[src/rtl/i2s_dac_tx_pkg.sv]
// Shared constants and state encoding for the I2S playback path.
// The sample width default and the frame-state enum live here so the FFT/pitch path can reuse them.
package audio_pkg;

    localparam int W             = 16;
    localparam int BITS_PER_HALF = 32;

    typedef enum logic [1:0] {
        WAIT_LEFT,
        SHIFT,
        PAD
    } tx_state_t;

endpackage

[src/rtl/i2s_dac_tx_if.sv]
// Valid/ready stream that carries signed mono samples into the I2S transmitter.
interface i2s_dac_tx_if #(
    parameter int W = audio_pkg::W
) ();

    logic signed [W-1:0] sample_data;
    logic                sample_valid;
    logic                sample_ready;

    modport master (
        output sample_data,
        output sample_valid,
        input  sample_ready
    );

    modport slave (
        input  sample_data,
        input  sample_valid,
        output sample_ready
    );

endinterface

[src/rtl/i2s_dac_tx_sample_fifo.sv]
// Small circular sample buffer with an extra pointer bit to tell full from empty.
// The read side is show-ahead: dout always presents the oldest stored entry.
module sample_fifo #(
    parameter int W     = 16,
    parameter int DEPTH = 4
) (
    input  logic         clk,
    input  logic         reset,
    input  logic         push,
    input  logic [W-1:0] din,
    input  logic         pop,
    output logic [W-1:0] dout,
    output logic         full,
    output logic         empty
);

    localparam int AW = $clog2(DEPTH);

    logic [W-1:0] r_mem [DEPTH];
    logic [AW:0]  r_wrPtr;
    logic [AW:0]  r_rdPtr;
    logic         w_doPush;
    logic         w_doPop;

    assign empty    = (r_wrPtr == r_rdPtr);
    assign full     = (r_wrPtr[AW] != r_rdPtr[AW]) && (r_wrPtr[AW-1:0] == r_rdPtr[AW-1:0]);
    assign w_doPush = push && !full;
    assign w_doPop  = pop && !empty;
    assign dout     = r_mem[r_rdPtr[AW-1:0]];

    always_ff @(posedge clk) begin
        if (w_doPush) begin
            r_mem[r_wrPtr[AW-1:0]] <= din;
        end
    end

    // Storage is left unreset; clearing the pointers is enough to discard its contents.
    always_ff @(posedge clk) begin
        if (reset) begin
            r_wrPtr <= '0;
            r_rdPtr <= '0;
        end else begin
            if (w_doPush) begin
                r_wrPtr <= r_wrPtr + 1'b1;
            end
            if (w_doPop) begin
                r_rdPtr <= r_rdPtr + 1'b1;
            end
        end
    end

endmodule

[src/rtl/i2s_dac_tx.sv]
// I2S transmitter for the WM8731 DAC: buffers mono samples and sends each one MSB-first
// on both channels of a DACLRCK frame, with the one-bit I2S delay after every LR edge.
module i2s_dac_tx #(
    parameter int W          = audio_pkg::W,
    parameter int FIFO_DEPTH = 4
) (
    input  logic               clk,
    input  logic               reset,
    i2s_dac_tx_if.slave        sample_if,
    input  logic               daclrc,
    output logic               dacdat,
    output logic               underflow,
    output logic [7:0]         underflow_count
);

    import audio_pkg::*;

    localparam int                CNT_W    = $clog2(BITS_PER_HALF);
    localparam logic [CNT_W-1:0]  LAST_BIT = CNT_W'(W - 1);

    tx_state_t        r_state;
    logic             r_lrcQ;
    logic             r_dacdat;
    logic             r_underflow;
    logic [7:0]       r_underflowCnt;
    logic [W-1:0]     r_cur;
    logic [W-1:0]     r_shifter;
    logic [CNT_W-1:0] r_bitCnt;

    logic             w_leftStart;
    logic             w_rightStart;
    logic             w_push;
    logic             w_pop;
    logic             w_full;
    logic             w_empty;
    logic [W-1:0]     w_fifoDout;
    logic [W-1:0]     w_nextCur;

    assign sample_if.sample_ready = !w_full && !reset;
    assign w_push       = sample_if.sample_valid && sample_if.sample_ready;
    assign w_leftStart  = r_lrcQ && !daclrc;
    assign w_rightStart = !r_lrcQ && daclrc;
    assign w_pop        = w_leftStart && !w_empty && !reset;
    assign w_nextCur    = w_empty ? '0 : w_fifoDout;

    assign dacdat          = r_dacdat;
    assign underflow       = r_underflow;
    assign underflow_count = r_underflowCnt;

    sample_fifo #(
        .W     (W),
        .DEPTH (FIFO_DEPTH)
    ) u_fifo (
        .clk   (clk),
        .reset (reset),
        .push  (w_push),
        .din   (sample_if.sample_data),
        .pop   (w_pop),
        .dout  (w_fifoDout),
        .full  (w_full),
        .empty (w_empty)
    );

    // Tracking daclrc straight through reset keeps a stale level from looking like an edge.
    always_ff @(posedge clk) begin
        r_lrcQ <= daclrc;
    end

    // The MSB goes out on the same edge that loads a word, so r_shifter keeps only the bits
    // still to send and r_bitCnt is the index of the bit currently on dacdat.
    always_ff @(posedge clk) begin
        if (reset) begin
            r_state        <= WAIT_LEFT;
            r_cur          <= '0;
            r_shifter      <= '0;
            r_bitCnt       <= '0;
            r_dacdat       <= 1'b0;
            r_underflow    <= 1'b0;
            r_underflowCnt <= '0;
        end else begin
            r_underflow <= 1'b0;
            if (w_leftStart) begin
                r_cur     <= w_nextCur;
                r_dacdat  <= w_nextCur[W-1];
                r_shifter <= w_nextCur << 1;
                r_bitCnt  <= LAST_BIT;
                r_state   <= SHIFT;
                if (w_empty) begin
                    r_underflow <= 1'b1;
                    if (r_underflowCnt != 8'hFF) begin
                        r_underflowCnt <= r_underflowCnt + 8'd1;
                    end
                end
            end else if (w_rightStart && (r_state != WAIT_LEFT)) begin
                r_dacdat  <= r_cur[W-1];
                r_shifter <= r_cur << 1;
                r_bitCnt  <= LAST_BIT;
                r_state   <= SHIFT;
            end else begin
                case (r_state)
                    SHIFT: begin
                        if (r_bitCnt == '0) begin
                            r_dacdat <= 1'b0;
                            r_state  <= PAD;
                        end else begin
                            r_dacdat  <= r_shifter[W-1];
                            r_shifter <= r_shifter << 1;
                            r_bitCnt  <= r_bitCnt - 1'b1;
                        end
                    end
                    default: begin
                        r_dacdat <= 1'b0;
                    end
                endcase
            end
        end
    end

endmodule
[src/flat_wrapper.sv]
// flat-port wrapper written by rule: the top's interface ports become plain ports
module i2s_dac_tx_flat import audio_pkg::*;
#(
    parameter int W          = audio_pkg::W,
    parameter int FIFO_DEPTH = 4
)
  (clk, reset, daclrc, dacdat, underflow, underflow_count, sample_if_sample_data, sample_if_sample_valid, sample_if_sample_ready);
  i2s_dac_tx_if #(.W(W)) sample_if_i ();
  input  logic clk;
  input  logic reset;
  input  logic daclrc;
  output logic dacdat;
  output logic underflow;
  output logic [7:0] underflow_count;
  input wire logic [$bits(sample_if_i.sample_data)-1:0] sample_if_sample_data;
  input wire logic [$bits(sample_if_i.sample_valid)-1:0] sample_if_sample_valid;
  output wire logic [$bits(sample_if_i.sample_ready)-1:0] sample_if_sample_ready;
  assign sample_if_i.sample_data = sample_if_sample_data;
  assign sample_if_i.sample_valid = sample_if_sample_valid;
  assign sample_if_sample_ready = sample_if_i.sample_ready;
  i2s_dac_tx #(.W(W), .FIFO_DEPTH(FIFO_DEPTH)) u_core (.clk(clk), .reset(reset), .sample_if(sample_if_i), .daclrc(daclrc), .dacdat(dacdat), .underflow(underflow), .underflow_count(underflow_count));
endmodule
[config.mk]
export PLATFORM = sky130hd
export DESIGN_NAME = i2s_dac_tx_flat
export DESIGN_NICKNAME = d
export VERILOG_FILES = /design/src/rtl/i2s_dac_tx_pkg.sv /design/src/rtl/i2s_dac_tx_if.sv /design/src/rtl/i2s_dac_tx_sample_fifo.sv /design/src/rtl/i2s_dac_tx.sv /design/src/flat_wrapper.sv
export SDC_FILE = /design/constraint.sdc
export NUM_CORES = 1
export LEC_CHECK = 0
export BUFFER_PORTS_ARGS = -buffer_cell sky130_fd_sc_hd__buf_2
export CAP_MARGIN = 30
export CORE_MARGIN = 4
export CORE_UTILIZATION = 40
export CTS_CLUSTER_SIZE = 24
export DETAILED_ROUTE_END_ITERATION = 12
export SETUP_SLACK_MARGIN = 0.1
export SYNTH_ARGS = -nofsm -noshare
export SYNTH_HDL_FRONTEND = slang
export SYNTH_SLANG_ARGS = --single-unit
[constraint.sdc]
create_clock -name clk -period 2.31 [get_ports clk]
set_clock_uncertainty 0.05 [all_clocks]
set_input_delay 0.1155 -clock clk [delete_from_list [all_inputs] [get_ports clk]]
set_output_delay 0.1155 -clock clk [all_outputs]
set_load 0.05 [all_outputs]
==> flow_summary.yaml <==
outcome:
  status: "complete, no violations"
routing:
  finalWirelength_mm: 9.84
  num_vias: 3319
  routedWlPerCell_um: 15.4
  drtAntennaViolNets: 0
  viasPerCell: 5.21
  drt_iter0_drc: 137
  route.detailed.drc: 0
  dr.pass1.iters: 4
cts:
  cts_tree: "built"
  cts_resized: 0
  numCtsBuffers: 17
  post_cts_buffers: 0
  clock_path_buffers: 2
  clk_latency_ns: 0.41
  cts_root_buf: "clkbuf_16"
  path_clk_slew_ns: 0.05
  htree_num_levels: 4
  clock-sinks: 121
hold_path:
  hold_path_class: "in -> reg"
  min-delay-start: "sample_if_sample_valid"
flow_run:
  max_cap_viol_count: 0
grt:
  busiest_layer: "met2"
  gr-usage-met1_pct: 19.0
  grt_util_met3_pct: 4.29
  grt_pass1_wl_mm: 16.8
  grt_util_met2_pct: 24.4
  grt_pass1_vias: 3319
  antenna_found_initial: 0
  grt_use_total_pct: 14.9
  overflow: 0
  grt_max_degree: 37
synthesis:
  synth_seq_area_share_pct: 61.5
  synthXorXnorAreaFrac_pct: 2.03
  synth_cell_type_count: 48
  synthFlopType: "edfxtp_1"
  synth_top_family_by_area: "compound AO/OA/AOI/OAI gates"
  syn_area_mm2: 0.00498
  synthCells: 401
  syn_nets: 428
  synth-edff-count: 64
  synth_simple_gate_area_share_pct: 12.0
  syn_avg_cell_area_um2: 12.4
  ys_ff_latch: 121
  ys_async_sr_fraction_pct: 0
  synthMuxAreaShare_pct: 7.66
  synth_fa_ha_area_share_pct: 1.76
  synth_compound_area_share_pct: 12.5
  yosys_warnings: 0
worst_setup_path:
  timing.rr.start: "u_core.r_bitCnt[0]$_SDFFE_PP0P_"
  start_kind: "flip-flop"
  worst_ep_arrival_time_ns: 2.25
  endpoint_kind: "flip-flop"
  required_ns: 2.62
  critPathMaxFanout: 10
  critical_path_class: "reg -> reg"
  critPathLaunch: "u_core.r_bitCnt[0]$_SDFFE_PP0P_"
pwr:
  p_leak_uw: 0.00208
  p_sw_uw: 1270
  sequentialPowerShare_pct: 45.5
  power.density_mw_per_mm2: 870
  switching_share_pct: 24.0
  power_frac_clock_pct: 45.7
  pwr-share-comb_pct: 8.9
  ir_drop_v: 0.000471
  p_int_uw: 4020
floorplan:
  die_h_um: 120
  row_count: 40
  top_level_ports: 31
  fp.dieArea_mm2: 0.0143
  start_util_pct: 41.1
  core_area_mm2: 0.0121
  die_x_um: 120
timing:
  setup_tns_ns: 0
  fmaxAchievable_mhz: 515
  slew_headroom_pct: 59.9
  fin_crit_sh_pct: 84.1
  setup_viol: 0
  final.min_clock_period_ns: 1.94
  hold_viol_final: 0
  grt_setup_unrepaired: "false"
  worstMarginPinSlew_ns: 0.598
  maxSlewViolCount: 0
layout:
  fin_nets: 483
  drive_gt1_share_pct: 22.4
  area_growth_pct: 21.9
  fin_area_mm2: 0.00607
  diodes: 0
placement:
  dpl_cell_area_mm2: 0.00534
  gp_congestion: 0.741
  place_hpwl_mm: 6.45
  io_buffers: 30
[kinds of logic (layout without fill, tap and decap cells)]
group,count (synthesis),after routing
flops,121,121
simple gates,115,115
compound gates,99,99
buf+inv,32,100
mux,18,18
xor+xnor,9,9
fa+ha+maj,7,7
[critical path: stages, from the launching register on]
cell	delay [ns]
dfxtp_1	0.33
inv_1	0.06
ha_1	0.19
nor4b_2	0.32
nor2_1	0.17
nor3_2	0.53
a22o_1	0.24
[Yosys cell counts, drive strengths merged (4+ instances only)]
cell type / number / area (µm²)
edfxtp: 64 / 1920
dfxtp: 57 / 1140
nand3: 31 / 155
a21oi: 30 / 150
nand2: 27 / 101
o21ai: 24 / 120
nor2: 21 / 78.8
a31oi: 19 / 125
clkbuf: 18 / 68.8
mux4: 16 / 360
a22o: 10 / 87.6
buf: 8 / 40.0
ha: 7 / 87.6
inv: 6 / 22.5
xnor2: 6 / 75.1
and2: 5 / 31.3
nor2b: 5 / 31.3
a21o: 4 / 30.0
nor3: 4 / 25.0
[power by group through the flow]
stage	Combinational (µW)	Clock, µW	Sequential [µW]
floorplan	313	0	2450
global placement	439	0	2440
detailed placement	449	0	2450
CTS	473	2470	2400
global route	523	2580	2410
finish	468	2420	2400
[per-layer routing]
metal | part of all wire, % | vias to the layer above | wire length [µm]
met5 | 0 | - | 0
met4 | 0.95 | 0 | 93
met3 | 3.5 | 9 | 346
met2 | 49 | 60 | 4850
met1 | 46 | 1611 | 4550
li1 | - | 1639 | -
[registers in the layout, indices dropped and copies added, names as in the netlist, 2 cells and up, named ones only]
register,flops
u_core.r_state,2
u_core.u_fifo.r_rdPtr,3
u_core.u_fifo.r_wrPtr,3
u_core.r_cur,16
u_core.u_fifo.r_mem,64
u_core.underflow_count,8
u_core.r_shifter,15
u_core.r_bitCnt,5
[final timing paths]
path / depth (start not counted) / slack, ns / end
setup / recovery: 6 / 0.37 / u_core.r_shifter[7]$_SDFFE_PP0P_
hold / removal: 6 / 0.20 / u_core.u_fifo.r_wrPtr[1]$_SDFFE_PP0P_
setup reg to reg: 6 / 0.37 / u_core.r_shifter[7]$_SDFFE_PP0P_
hold reg to reg: 2 / 0.40 / u_core.r_cur[11]$_SDFFE_PP0P_
[layout make-up]
class / instances / area, µm²
clock buffer: 17 / 425
clock inverter: 15 / 129
fill: 1090 / 6040
timing repair buffer: 62 / 435
inverter: 6 / 22.5
tap: 168 / 210
multi-input combinational: 248 / 1790
sequential: 121 / 3060
[metrics by stage]
stage / setup WS (ns) / total power, µW / hold WS (ns) / utilization, % / cells
2_1_floorplan: 0.311 / 2760 / 0.0932 / - / 401
3_3_place_gp: 0.479 / 2880 / 0.244 / 44.1 / 587
3_5_place_dp: 0.350 / 2900 / 0.237 / 44.1 / 587
4_1_cts: 0.337 / 5350 / 0.194 / 50.1 / 637
5_1_grt: 0.153 / 5520 / 0.218 / 50.1 / 637
6_report: 0.367 / 5290 / 0.205 / 50.1 / 637
[cells in the final DEF (no fill, tap or decap), types with 4 or more instances in the layout]
master,n
a21o_1,4
a21oi_1,30
a22o_1,10
a31oi_1,18
and2_1,5
buf_2,30
buf_4,14
clkbuf_16,17
clkinv_2,4
clkinvlp_4,7
dfxtp_1,57
dlygate4sd3_1,18
edfxtp_1,64
ha_1,7
inv_1,6
mux4_2,16
nand2_1,27
nand3_1,31
nor2_1,21
nor2b_1,5
o21ai_0,24
[repair_timing]
item	CTS	global route
hold buffers	18	0
endpoints found under the setup margin	0	0
hold endpoints to repair	68	0
Note: power is estimated with default switching activity, not from simulation.
